[src/rtl/cpu_mem_pkg.sv]
// Shared types and constants for the CPU memory subsystem.
//   state_e       : run-control FSM states (IDLE -> RUN -> DONE -> IDLE)
//   HOST_SEL_*    : host_sel encodings for the host load port
package cpu_mem_pkg;

  typedef enum logic [1:0] {
    IDLE = 2'd0,
    RUN  = 2'd1,
    DONE = 2'd2
  } state_e;

  localparam logic HOST_SEL_IMEM = 1'b0;
  localparam logic HOST_SEL_DMEM = 1'b1;

endpackage

[src/rtl/mp_ram.sv]
// Multi-port RAM with 1-cycle read-first reads and priority writes.
//   clk_i, rst_ni       : clock, async active-low reset (read regs only; array is not reset)
//   rd_en_i/rd_addr_i   : per-port read request (packed addresses)
//   rdata_o/rvalid_o    : read data (held between valid reads) and valid, 1 cycle later
//   wr_en_i/wr_addr_i/wdata_i : per-port write; highest-index port wins on equal addresses
//   collision_o         : two or more enabled writes to one address this cycle
//   addr_err_o          : an enabled access addresses >= DEPTH this cycle
module mp_ram #(
  parameter int unsigned WIDTH      = 8,
  parameter int unsigned DEPTH      = 8,
  parameter int unsigned ADDR_WIDTH = 3,
  parameter int unsigned NPORTS     = 1
) (
  input  logic                         clk_i,
  input  logic                         rst_ni,
  input  logic [NPORTS-1:0]            rd_en_i,
  input  logic [NPORTS*ADDR_WIDTH-1:0] rd_addr_i,
  output logic [NPORTS*WIDTH-1:0]      rdata_o,
  output logic [NPORTS-1:0]            rvalid_o,
  input  logic [NPORTS-1:0]            wr_en_i,
  input  logic [NPORTS*ADDR_WIDTH-1:0] wr_addr_i,
  input  logic [NPORTS*WIDTH-1:0]      wdata_i,
  output logic                         collision_o,
  output logic                         addr_err_o
);

  logic [WIDTH-1:0]        mem_q [DEPTH];
  logic [NPORTS*WIDTH-1:0] rdata_q;
  logic [NPORTS-1:0]       rvalid_q;

  function automatic logic in_range(input logic [ADDR_WIDTH-1:0] a);
    return 32'(a) < DEPTH;
  endfunction

  // Later loop iterations override earlier ones, so the highest port wins.
  always_ff @(posedge clk_i) begin
    for (int i = 0; i < NPORTS; i++) begin
      if (wr_en_i[i] && in_range(wr_addr_i[i*ADDR_WIDTH +: ADDR_WIDTH])) begin
        mem_q[wr_addr_i[i*ADDR_WIDTH +: ADDR_WIDTH]] <= wdata_i[i*WIDTH +: WIDTH];
      end
    end
  end

  // Reads sample the array before this edge's writes land (read-first).
  always_ff @(posedge clk_i or negedge rst_ni) begin
    if (!rst_ni) begin
      rdata_q  <= '0;
      rvalid_q <= '0;
    end else begin
      rvalid_q <= rd_en_i;
      for (int i = 0; i < NPORTS; i++) begin
        if (rd_en_i[i]) begin
          rdata_q[i*WIDTH +: WIDTH] <= in_range(rd_addr_i[i*ADDR_WIDTH +: ADDR_WIDTH]) ?
                                       mem_q[rd_addr_i[i*ADDR_WIDTH +: ADDR_WIDTH]] : '0;
        end
      end
    end
  end

  always_comb begin
    collision_o = 1'b0;
    addr_err_o  = 1'b0;
    for (int i = 0; i < NPORTS; i++) begin
      if (rd_en_i[i] && !in_range(rd_addr_i[i*ADDR_WIDTH +: ADDR_WIDTH])) addr_err_o = 1'b1;
      if (wr_en_i[i] && !in_range(wr_addr_i[i*ADDR_WIDTH +: ADDR_WIDTH])) addr_err_o = 1'b1;
      for (int j = i + 1; j < NPORTS; j++) begin
        if (wr_en_i[i] && wr_en_i[j] &&
            wr_addr_i[i*ADDR_WIDTH +: ADDR_WIDTH] == wr_addr_i[j*ADDR_WIDTH +: ADDR_WIDTH]) begin
          collision_o = 1'b1;
        end
      end
    end
  end

  assign rdata_o  = rdata_q;
  assign rvalid_o = rvalid_q;

endmodule

[src/rtl/cpu_mem_subsystem.sv]
// CPU memory subsystem: instruction memory, NUM_PORTS-port data memory, host load port and a
// run-control FSM (IDLE -> RUN -> DONE) with watchdog and saturating run-cycle counter.
//   clk, rstn            : clock, async active-low reset
//   start, cpu_start, cpu_done, done : run handshake (start edge in, pulses out)
//   host_*               : host load port, accepted only while host_ready (IDLE)
//   imem_* / dmem_*      : CPU-facing memory ports, honoured only in RUN
//   timeout, collision_err, addr_err, run_cycles : sticky status and cycle count
module cpu_mem_subsystem
  import cpu_mem_pkg::*;
#(
  parameter int unsigned INSTR_WIDTH    = 10,
  parameter int unsigned DATA_WIDTH     = 8,
  parameter int unsigned MEM_DEPTH      = 8,
  parameter int unsigned ADDR_WIDTH     = 3,
  parameter int unsigned NUM_PORTS      = 2,
  parameter int unsigned TIMEOUT_CYCLES = 1024,
  parameter int unsigned CNT_WIDTH      = 16
) (
  input  logic                            clk,
  input  logic                            rstn,
  input  logic                            start,
  input  logic                            host_wr_en,
  input  logic                            host_sel,
  input  logic [ADDR_WIDTH-1:0]           host_addr,
  input  logic [INSTR_WIDTH-1:0]          host_wdata,
  output logic                            host_ready,
  output logic                            cpu_start,
  input  logic                            cpu_done,
  input  logic                            imem_rd_en,
  input  logic [ADDR_WIDTH-1:0]           imem_addr,
  output logic [INSTR_WIDTH-1:0]          imem_rdata,
  output logic                            imem_rvalid,
  input  logic [NUM_PORTS-1:0]            dmem_rd_en,
  input  logic [NUM_PORTS*ADDR_WIDTH-1:0] dmem_rd_addr,
  output logic [NUM_PORTS*DATA_WIDTH-1:0] dmem_rdata,
  output logic [NUM_PORTS-1:0]            dmem_rvalid,
  input  logic [NUM_PORTS-1:0]            dmem_wr_en,
  input  logic [NUM_PORTS*ADDR_WIDTH-1:0] dmem_wr_addr,
  input  logic [NUM_PORTS*DATA_WIDTH-1:0] dmem_wdata,
  output logic                            done,
  output logic                            timeout,
  output logic                            collision_err,
  output logic                            addr_err,
  output logic [CNT_WIDTH-1:0]            run_cycles
);

  state_e               state_q, state_d;
  logic                 start_q;
  logic                 cpu_start_q, cpu_start_d;
  logic                 timeout_q, timeout_d;
  logic                 coll_q, coll_d;
  logic                 addr_err_q, addr_err_d;
  logic [CNT_WIDTH-1:0] run_cycles_q, run_cycles_d;

  logic run, host_acc, limit_hit;
  logic im_wr_en, im_coll, im_aerr, dm_coll, dm_aerr;
  logic [NUM_PORTS-1:0]            dm_wr_en;
  logic [NUM_PORTS*ADDR_WIDTH-1:0] dm_wr_addr;
  logic [NUM_PORTS*DATA_WIDTH-1:0] dm_wdata;

  assign run        = (state_q == RUN);
  assign host_ready = (state_q == IDLE);
  assign host_acc   = host_wr_en & host_ready;
  assign im_wr_en   = host_acc & (host_sel == HOST_SEL_IMEM);
  assign limit_hit  = 32'(run_cycles_q) >= TIMEOUT_CYCLES - 1;

  // Outside RUN the host owns data-memory port 0; CPU writes are ignored.
  always_comb begin
    dm_wr_en   = run ? dmem_wr_en : '0;
    dm_wr_addr = dmem_wr_addr;
    dm_wdata   = dmem_wdata;
    if (!run) begin
      dm_wr_en[0]                  = host_acc & (host_sel == HOST_SEL_DMEM);
      dm_wr_addr[ADDR_WIDTH-1:0]   = host_addr;
      dm_wdata[DATA_WIDTH-1:0]     = host_wdata[DATA_WIDTH-1:0];
    end
  end

  always_comb begin
    state_d      = state_q;
    cpu_start_d  = 1'b0;
    timeout_d    = timeout_q;
    coll_d       = coll_q | dm_coll | im_coll;
    addr_err_d   = addr_err_q | dm_aerr | im_aerr;
    run_cycles_d = run_cycles_q;
    unique case (state_q)
      IDLE: begin
        if (start && !start_q) begin
          state_d      = RUN;
          cpu_start_d  = 1'b1;
          run_cycles_d = '0;
          timeout_d    = 1'b0;
          coll_d       = 1'b0;
        end
      end
      RUN: begin
        run_cycles_d = (&run_cycles_q) ? run_cycles_q : run_cycles_q + 1'b1;
        // cpu_done has priority over the watchdog when both fire together.
        if (cpu_done) begin
          state_d = DONE;
        end else if (limit_hit) begin
          state_d   = DONE;
          timeout_d = 1'b1;
        end
      end
      DONE:    state_d = IDLE;
      default: state_d = IDLE;
    endcase
  end

  always_ff @(posedge clk or negedge rstn) begin
    if (!rstn) begin
      state_q      <= IDLE;
      start_q      <= 1'b0;
      cpu_start_q  <= 1'b0;
      timeout_q    <= 1'b0;
      coll_q       <= 1'b0;
      addr_err_q   <= 1'b0;
      run_cycles_q <= '0;
    end else begin
      state_q      <= state_d;
      start_q      <= start;
      cpu_start_q  <= cpu_start_d;
      timeout_q    <= timeout_d;
      coll_q       <= coll_d;
      addr_err_q   <= addr_err_d;
      run_cycles_q <= run_cycles_d;
    end
  end

  mp_ram #(
    .WIDTH     (INSTR_WIDTH),
    .DEPTH     (MEM_DEPTH),
    .ADDR_WIDTH(ADDR_WIDTH),
    .NPORTS    (1)
  ) u_imem (
    .clk_i      (clk),
    .rst_ni     (rstn),
    .rd_en_i    (imem_rd_en & run),
    .rd_addr_i  (imem_addr),
    .rdata_o    (imem_rdata),
    .rvalid_o   (imem_rvalid),
    .wr_en_i    (im_wr_en),
    .wr_addr_i  (host_addr),
    .wdata_i    (host_wdata),
    .collision_o(im_coll),
    .addr_err_o (im_aerr)
  );

  mp_ram #(
    .WIDTH     (DATA_WIDTH),
    .DEPTH     (MEM_DEPTH),
    .ADDR_WIDTH(ADDR_WIDTH),
    .NPORTS    (NUM_PORTS)
  ) u_dmem (
    .clk_i      (clk),
    .rst_ni     (rstn),
    .rd_en_i    (dmem_rd_en & {NUM_PORTS{run}}),
    .rd_addr_i  (dmem_rd_addr),
    .rdata_o    (dmem_rdata),
    .rvalid_o   (dmem_rvalid),
    .wr_en_i    (dm_wr_en),
    .wr_addr_i  (dm_wr_addr),
    .wdata_i    (dm_wdata),
    .collision_o(dm_coll),
    .addr_err_o (dm_aerr)
  );

  assign cpu_start     = cpu_start_q;
  assign done          = (state_q == DONE);
  assign timeout       = timeout_q;
  assign collision_err = coll_q;
  assign addr_err      = addr_err_q;
  assign run_cycles    = run_cycles_q;

endmodule

[config.mk]
export PLATFORM = sky130hd
export DESIGN_NAME = cpu_mem_subsystem
export DESIGN_NICKNAME = d
export VERILOG_FILES = /design/src/rtl/cpu_mem_pkg.sv /design/src/rtl/mp_ram.sv /design/src/rtl/cpu_mem_subsystem.sv
export SDC_FILE = /design/constraint.sdc
export NUM_CORES = 1
export LEC_CHECK = 0
export CAP_MARGIN = 20
export CORE_ASPECT_RATIO = 1.4
export CORE_MARGIN = 8
export CORE_UTILIZATION = 25
export DETAILED_ROUTE_END_ITERATION = 16
export RECOVER_POWER = 50
export SLEW_MARGIN = 20
export SYNTH_ARGS = -nofsm -noshare
export SYNTH_HDL_FRONTEND = slang
export SYNTH_SLANG_ARGS = --single-unit
export TNS_END_PERCENT = 20
[constraint.sdc]
create_clock -name clk -period 3.1 [get_ports clk]
set_clock_uncertainty 0.1 [all_clocks]
set_input_delay 0.93 -clock clk [delete_from_list [all_inputs] [get_ports clk]]
set_output_delay 0.93 -clock clk [all_outputs]
set_load 0.05 [all_outputs]
Yosys cells after proc, flatten, opt, wreduce, memory -nomap -nowiden
Memories as Yosys holds them, arrays and structs flattened. A register that Yosys moved wholly into a read port is not among the register bits.
Cells that the tools add are included.
{"block": "word_totals", "ramBits": 144, "mem_count": 2, "input_bits": 55, "register_bits": 25, "word_cells": 66, "out_inout_bits": 51}
{"memory": "u_imem.mem_q", "words": 8, "width": 10, "rd": 1, "rd_ports_with_merged_regs": 1, "wr": 1, "line_no": "mp_ram.sv:27", "text": "logic [WIDTH-1:0] mem_q [DEPTH];"}
{"memory": "u_dmem.mem_q", "words": 8, "width": 8, "rd": 2, "rd_ports_with_merged_regs": 2, "wr": 2, "line_no": "mp_ram.sv:27"}
{"block": "op_classes", "mux": 26, "n_lt_le_gt_ge": 1, "eq_ne": 8, "add_sub_neg": 1, "bitwise": 7, "n_reduce_logical": 13}
{"cell": "$mux 16", "count": 2}
{"cell": "$pmux 16 s2", "count": 1}
{"cell": "$add 16x1->16 const B", "count": 1}
{"cell": "$ge 16x10->1 const B", "count": 1}
{"cell": "$reduce_and 16->1", "count": 1}
{"cell": "$mux 1", "count": 15}
{"cell": "$mux 2", "count": 4}
{"cell": "$mux 8", "count": 1}
{"cell": "$and 1x1->1", "count": 4}
{"cell": "$logic_not 1->1", "count": 4}
{"cell": "$ne 2x1->1 const B", "count": 2}
{"cell": "$ne 2x2->1 const B", "count": 2}
{"cell": "$pmux 2 s2", "count": 1}
{"cell": "$reduce_and 4->1", "count": 1}
{"cell": "$eq 3x3->1", "count": 1}
{"cell": "$logic_and 1x1->1", "count": 3}
{"cell": "$mux 3", "count": 1}
{"cell": "$ne 3x2->1 const B", "count": 1}
{"cell": "$reduce_and 3->1", "count": 1}
{"cell": "$and 2x2->2", "count": 1}
{"cell": "$eq 2x1->1 const B", "count": 1}
{"cell": "$eq 2x2->1 const B", "count": 1}
{"cell": "$logic_not 2->1", "count": 1}
{"cell": "$pmux 1 s2", "count": 1}
{"cell": "4 further kinds", "count": 4}

Logic depth before layout (Yosys ltp)
{"block": "depth", "word_depth": 10, "depth_mapped": 8, "depth_no_buf": 6}

Cells and area by module
Synthesis repeated with hierarchy kept, for this count alone.
{"block": "unflattened", "cells_unflattened": 741, "area_unflattened_um2": 9833.2}
{"module": "mp_ram at u_dmem", "seq_area_each_um2": 2372.3, "area_per_inst_um2": 4704.5, "n_inst": 1, "cells_per_inst": 353}
{"module": "mp_ram at u_imem", "seq_area_each_um2": 2677.6, "area_per_inst_um2": 3622.2, "n_inst": 1, "cells_per_inst": 212}
{"module": "cpu_mem_subsystem", "seq_area_each_um2": 575.6, "area_per_inst_um2": 1506.4, "n_inst": 1, "cells_per_inst": 176}

Worst setup path after synthesis
Ideal clock, no wire load.
{"block": "synth_path", "kind": "input port to flip-flop", "startpoint": "input port host_sel", "endpoint": "memory u_imem.mem_q[0][0] in the netlist's numbering, enable pin", "path_stages": 3, "setup_time_ps": 390, "required_time_ps": 2610, "path_buffers": 0, "arrival_ps": 2132, "path_slack_ps": 478, "cell_sequence": "nor4b_1 > nand2b_1 > nor3_1"}
{"block": "synth_via", "elab_chain_cells": 4}
{"element": "from (decl)", "line_no": "cpu_mem_subsystem.sv:23", "text": "input logic host_sel,"}
{"element": "$not 1->1", "line_no": "cpu_mem_subsystem.sv:64", "text": "assign im_wr_en = host_acc & (host_sel == HOST_SEL_IMEM);"}
{"element": "$and 1x1->1", "line_no": "cpu_mem_subsystem.sv:64"}
{"element": "$mux 1", "line_no": "mp_ram.sv:38", "text": "if (wr_en_i[i] && in_range(wr_addr_i[i*ADDR_WIDTH +: ADDR_WIDTH])) begin"}
{"element": "$mux 1 (implied by the code)", "line_no": "mp_ram.sv:39", "text": "mem_q[wr_addr_i[i*ADDR_WIDTH +: ADDR_WIDTH]] <= wdata_i[i*WIDTH +: WIDTH];"}
{"element": "to (decl)", "line_no": "mp_ram.sv:27"}
No other way between the ends.

Final worst setup path
{"block": "layout_path", "startpoint": "register state_q[1]", "endpoint": "output port host_ready"}
{"block": "layout_via", "elab_chain_cells": 1}
{"element": "from (decl)", "line_no": "cpu_mem_subsystem.sv:47", "text": "state_e state_q, state_d;"}
{"element": "from (signal assigned)", "line_no": "cpu_mem_subsystem.sv:121", "text": "state_q <= state_d;"}
{"element": "$logic_not 2->1", "line_no": "cpu_mem_subsystem.sv:62", "text": "assign host_ready = (state_q == IDLE);"}
{"element": "to (decl)", "line_no": "cpu_mem_subsystem.sv:26", "text": "output logic host_ready,"}
No other way between the ends.

==> metrics.txt <==
# TYPE chip_impl_metric gauge
chip_impl_info{name="cts_tree",value="done"} 1
chip_impl_metric{name="initial_core_util",unit=""} 0.2532
chip_impl_metric{name="grt_pass1_vias",unit=""} 6192
chip_impl_metric{name="synth_top_cell_area_share",unit=""} 0.4659
chip_impl_metric{name="number_of_library_cell_types_mapped_by_synthesis",unit=""} 54
chip_impl_metric{name="globalplace.congestion",unit=""} 0.8240
chip_impl_metric{name="synthCells",unit=""} 610
chip_impl_metric{name="design.die.area",unit="µm²"} 43630
chip_impl_metric{name="final_critical_path_setup_slack",unit="ns"} 0.1193
chip_impl_metric{name="numPortBuffers",unit=""} 104
chip_impl_info{name="layout.cells.most_common_list",value="144 x sky130_fd_sc_hd__edfxtp_1, 90 x sky130_fd_sc_hd__clkdlybuf4s50_1, 76 x sky130_fd_sc_hd__nand2_1"} 1
chip_impl_metric{name="pwr_per_cell_area",unit="nW/µm²"} 655.0
chip_impl_metric{name="timing.setup.tns",unit="ns"} 0
chip_impl_metric{name="ios",unit=""} 106
chip_impl_metric{name="setup_viol",unit=""} 0
chip_impl_metric{name="clock_insertion_delay_worst_skew",unit="ns"} 0.45
chip_impl_metric{name="synthesis.nets",unit=""} 666
chip_impl_metric{name="vias",unit=""} 5869
chip_impl_metric{name="chipHeight",unit="µm"} 244.0
chip_impl_metric{name="number_of_enable_type_register_cells_in_the_synthesized_netlist",unit=""} 144
chip_impl_metric{name="finalCriticalPeriod",unit="ns"} 2.981
chip_impl_metric{name="clk_path_buf_depth",unit=""} 2
chip_impl_metric{name="synth_compound_gate_area_share",unit=""} 0.04435
chip_impl_info{name="endpoint_kind",value="output pin"} 1
chip_impl_metric{name="global_route_wire_length_before_repair",unit="µm"} 38200
chip_impl_info{name="main_combinational_cell_family_by_area_after_synthesis",value="multiplexers"} 1
chip_impl_info{name="failed_checks",value="max-capacitance violations, max-slew violations"} 1
chip_impl_metric{name="post_synth_xor_area_fraction",unit=""} 0.002831
chip_impl_metric{name="drv.max_cap_violation_count",unit=""} 1
chip_impl_info{name="library_cell_occupying_the_most_area_in_the_post_synthesis_netlist",value="sky130_fd_sc_hd__edfxtp_1"} 1
chip_impl_metric{name="non_filler_instance_count_after_layout",unit=""} 1228
chip_impl_metric{name="post-cts-setup-buffer-count",unit=""} 0
chip_impl_metric{name="fp-row-count",unit=""} 83
chip_impl_metric{name="placeableCoreArea",unit="µm²"} 36660
chip_impl_metric{name="wl",unit="µm"} 25200
chip_impl_metric{name="drc",unit=""} 0
chip_impl_metric{name="p_leak",unit="nW"} 4.155
chip_impl_metric{name="initialDrtViolationCount",unit=""} 381
chip_impl_metric{name="worst_slew_pin_slew",unit="ns"} 1.509
chip_impl_metric{name="grt_max_degree",unit=""} 26
chip_impl_info{name="critPathSlowestCell",value="sky130_fd_sc_hd__clkdlybuf4s50_1"} 1
chip_impl_metric{name="yosys.area_share.adder",unit=""} 0.001348
chip_impl_info{name="timing.critical_path.cells",value="nor2_1 -> clkdlybuf4s50_1"} 1
chip_impl_metric{name="final_antenna_net_count",unit=""} 0
chip_impl_metric{name="route.detailed.wl_per_inst",unit="µm"} 20.52
chip_impl_metric{name="timing.critical_path.arrival",unit="ns"} 1.95
chip_impl_metric{name="detail_route.first_pass.iterations",unit=""} 5
chip_impl_metric{name="timing.hold.ws",unit="ns"} 0.3793
chip_impl_metric{name="groute.layer.met2.usage",unit=""} 0.2117
chip_impl_metric{name="req_time_crit_path",unit="ns"} 2.07
chip_impl_metric{name="timing.critical_path.fanout_max",unit=""} 6
chip_impl_metric{name="globalRouteMet3Util",unit=""} 0.02005
chip_impl_metric{name="post_drt_via_cell_ratio",unit=""} 4.779
chip_impl_metric{name="post-dp-hpwl",unit="µm"} 18460
chip_impl_metric{name="grt_remaining_overflow",unit=""} 0
chip_impl_info{name="postSynth.topFlopCell",value="sky130_fd_sc_hd__edfxtp_1"} 1
chip_impl_metric{name="synthesized_area",unit="µm²"} 9281
chip_impl_metric{name="hold_viol_final",unit=""} 0
chip_impl_metric{name="synth-seq-cells",unit=""} 195
chip_impl_metric{name="synth_simple_gate_area_frac",unit=""} 0.08668
chip_impl_info{name="startpoint_type",value="flip-flop"} 1
chip_impl_info{name="grt.busiest_layer",value="met2"} 1
chip_impl_info{name="status",value="finished, violations left"} 1
chip_impl_metric{name="vdd_drop_max",unit="V"} 0.0004571
chip_impl_metric{name="layout.core_utilization",unit=""} 0.3198
chip_impl_metric{name="preCtsSetupSlack",unit="ns"} 0.05755
chip_impl_metric{name="async_reset_ff_frac",unit=""} 0.2615
chip_impl_info{name="timing.hold.worst.class",value="reg2reg"} 1
chip_impl_metric{name="layout_worst_path_cycle_share",unit=""} 0.9615
chip_impl_metric{name="clkSinkCount",unit=""} 195
chip_impl_metric{name="dpl_cell_area",unit="µm²"} 11250
chip_impl_info{name="netlist_top_cells_area",value="sky130_fd_sc_hd__edfxtp_1 47%, sky130_fd_sc_hd__dfrtp_1 14%, sky130_fd_sc_hd__mux4_2 13%"} 1
chip_impl_info{name="most_common_library_cell_in_the_layout_ignoring_fill_and_taps",value="sky130_fd_sc_hd__edfxtp_1"} 1
chip_impl_metric{name="final_area",unit="µm²"} 11720
chip_impl_metric{name="fmaxAchievable",unit="MHz"} 335.5
chip_impl_metric{name="synth.avg_cell_area",unit="µm²"} 15.22
chip_impl_metric{name="gr-usage-all-layers",unit=""} 0.1177
chip_impl_metric{name="chipWidth",unit="µm"} 178.8
chip_impl_metric{name="global_route.usage.met1",unit=""} 0.1261
chip_impl_metric{name="crit_path_max_incr_delay",unit="ns"} 0.84
chip_impl_metric{name="final_max_slew_viol_count",unit=""} 26
chip_impl_metric{name="yosysSeqAreaShare",unit=""} 0.6034
chip_impl_metric{name="cts-htree-levels",unit=""} 4
chip_impl_metric{name="fin_nets",unit=""} 803
chip_impl_info{name="grt_setup_unrepaired",value="no"} 1
chip_impl_metric{name="syn_to_final_growth",unit="%"} 26.31
chip_impl_metric{name="dp_cells",unit=""} 1195
chip_impl_info{name="criticalPathCategory",value="reg2out"} 1
chip_impl_metric{name="antenna_found_initial",unit=""} 1
chip_impl_metric{name="max_slew_margin",unit=""} -0.006021
chip_impl_metric{name="finalPower",unit="mW"} 7.679
chip_impl_metric{name="final_layout_size_suffix_gt1_frac",unit=""} 0.2539
chip_impl_metric{name="synthMuxAreaShare",unit=""} 0.2417
chip_impl_metric{name="layout.filler_cells",unit=""} 3547
chip_impl_metric{name="cts_made_buffers",unit=""} 17
chip_impl_metric{name="clock_pin_slew_on_the_worst_setup_and_hold_paths",unit="ns"} 0.07
chip_impl_metric{name="synth-warning-count",unit=""} 0
chip_impl_info{name="cts_root_buf",value="sky130_fd_sc_hd__clkbuf_16"} 1
-- cells in the mapped netlist, types with 4 or more instances --
cell type                  instances
sky130_fd_sc_hd__o21ai_0          33
sky130_fd_sc_hd__a21oi_1           5
sky130_fd_sc_hd__clkbuf_1          9
sky130_fd_sc_hd__nand3_1           8
sky130_fd_sc_hd__edfxtp_1        144
sky130_fd_sc_hd__inv_1             7
sky130_fd_sc_hd__mux2i_1          34
sky130_fd_sc_hd__nand2_1          76
sky130_fd_sc_hd__dfrtp_1          51
sky130_fd_sc_hd__mux2_2           64
sky130_fd_sc_hd__a211oi_1          5
sky130_fd_sc_hd__and3_1            6
sky130_fd_sc_hd__buf_2             8
sky130_fd_sc_hd__o31ai_1           5
sky130_fd_sc_hd__mux4_2           52
sky130_fd_sc_hd__or4_1             5
sky130_fd_sc_hd__nand2b_1          7
sky130_fd_sc_hd__nor3_1            7
sky130_fd_sc_hd__buf_1             7
sky130_fd_sc_hd__or2_2             7
sky130_fd_sc_hd__buf_4             5
sky130_fd_sc_hd__o21bai_1          4
sky130_fd_sc_hd__nor2_1           17
-- per-layer routing --
metal,part of all wire,wire length (µm)
met1,0.38,9452
met2,0.54,13570
met3,0.042,1063
met4,0.044,1118
met5,0,0
-- layout make-up --
class / count / area, µm² / share of cell area
multi-input combinational: 376 / 3451 / 0.2943
clock buffer: 18 / 429.2 / 0.03661
timing repair buffer: 150 / 1468 / 0.1252
inverter: 7 / 26.28 / 0.002241
clock inverter: 14 / 162.7 / 0.01387
tap: 467 / 584.3 / 0.04984
antenna: 1 / 2.502 / 0.0002134
sequential: 195 / 5600 / 0.4777
-- worst paths after layout --
path,from,to,slack (ns),cells after the start
hold / removal,u_imem.rdata_o[5],u_imem.rdata_o[5],0.38,2
min in group asynchronous,rstn,cpu_start,0.73,1
setup / recovery,state_q[1],host_ready,0.12,2
max in group asynchronous,rstn,u_dmem.rdata_o[3],0.59,2
hold reg to reg,u_imem.rdata_o[5],u_imem.rdata_o[5],0.38,2
setup reg to reg,state_q[0],u_dmem.mem_q[7][7],0.19,7
-- sequential cells by signal, summed over array words and instances (netlist names), 2 cells and up --
| name | cells |
|---|---|
| u_dmem.rdata_o | 16 |
| state_q | 2 |
| u_imem.rdata_o | 10 |
| u_dmem.rvalid_o | 2 |
| u_imem.mem_q | 80 |
| u_dmem.mem_q | 64 |
| run_cycles | 16 |
-- cells by family (layout without fill, tap and decap cells) --
kind of cell               Yosys count  count (layout)
buffers and inverters               39             189
other                                1               2
muxes                              151             151
xor gates and xnor gates             3               3
adders and majority gates            1               1
DFF                                195             195
and+or+nand+nor                    156             156
AOI/OAI and AO/OA                   64              64
-- where the power goes --
part	switching (mW)	internal, mW	total, mW	leakage, nW
combinational	1.36	0.799	2.16	1.90
clock	1.09	1.15	2.24	0.287
sequential	0.165	3.12	3.28	1.97
total	2.61	5.07	7.68	4.16
-- worst max-delay path: cells and delay by family (launching register included) --
kind,cells,cell delay (ns)
buffers and inverters,1,0.84
DFF,1,0.46
and+or+nand+nor,1,0.21
-- timing repair --
action                                  CTS  global route
endpoints found under the setup margin    1             0
hold buffers                              0             0
resized for setup                         1             0
No activity file was read; power rests on OpenSTA's default activity.
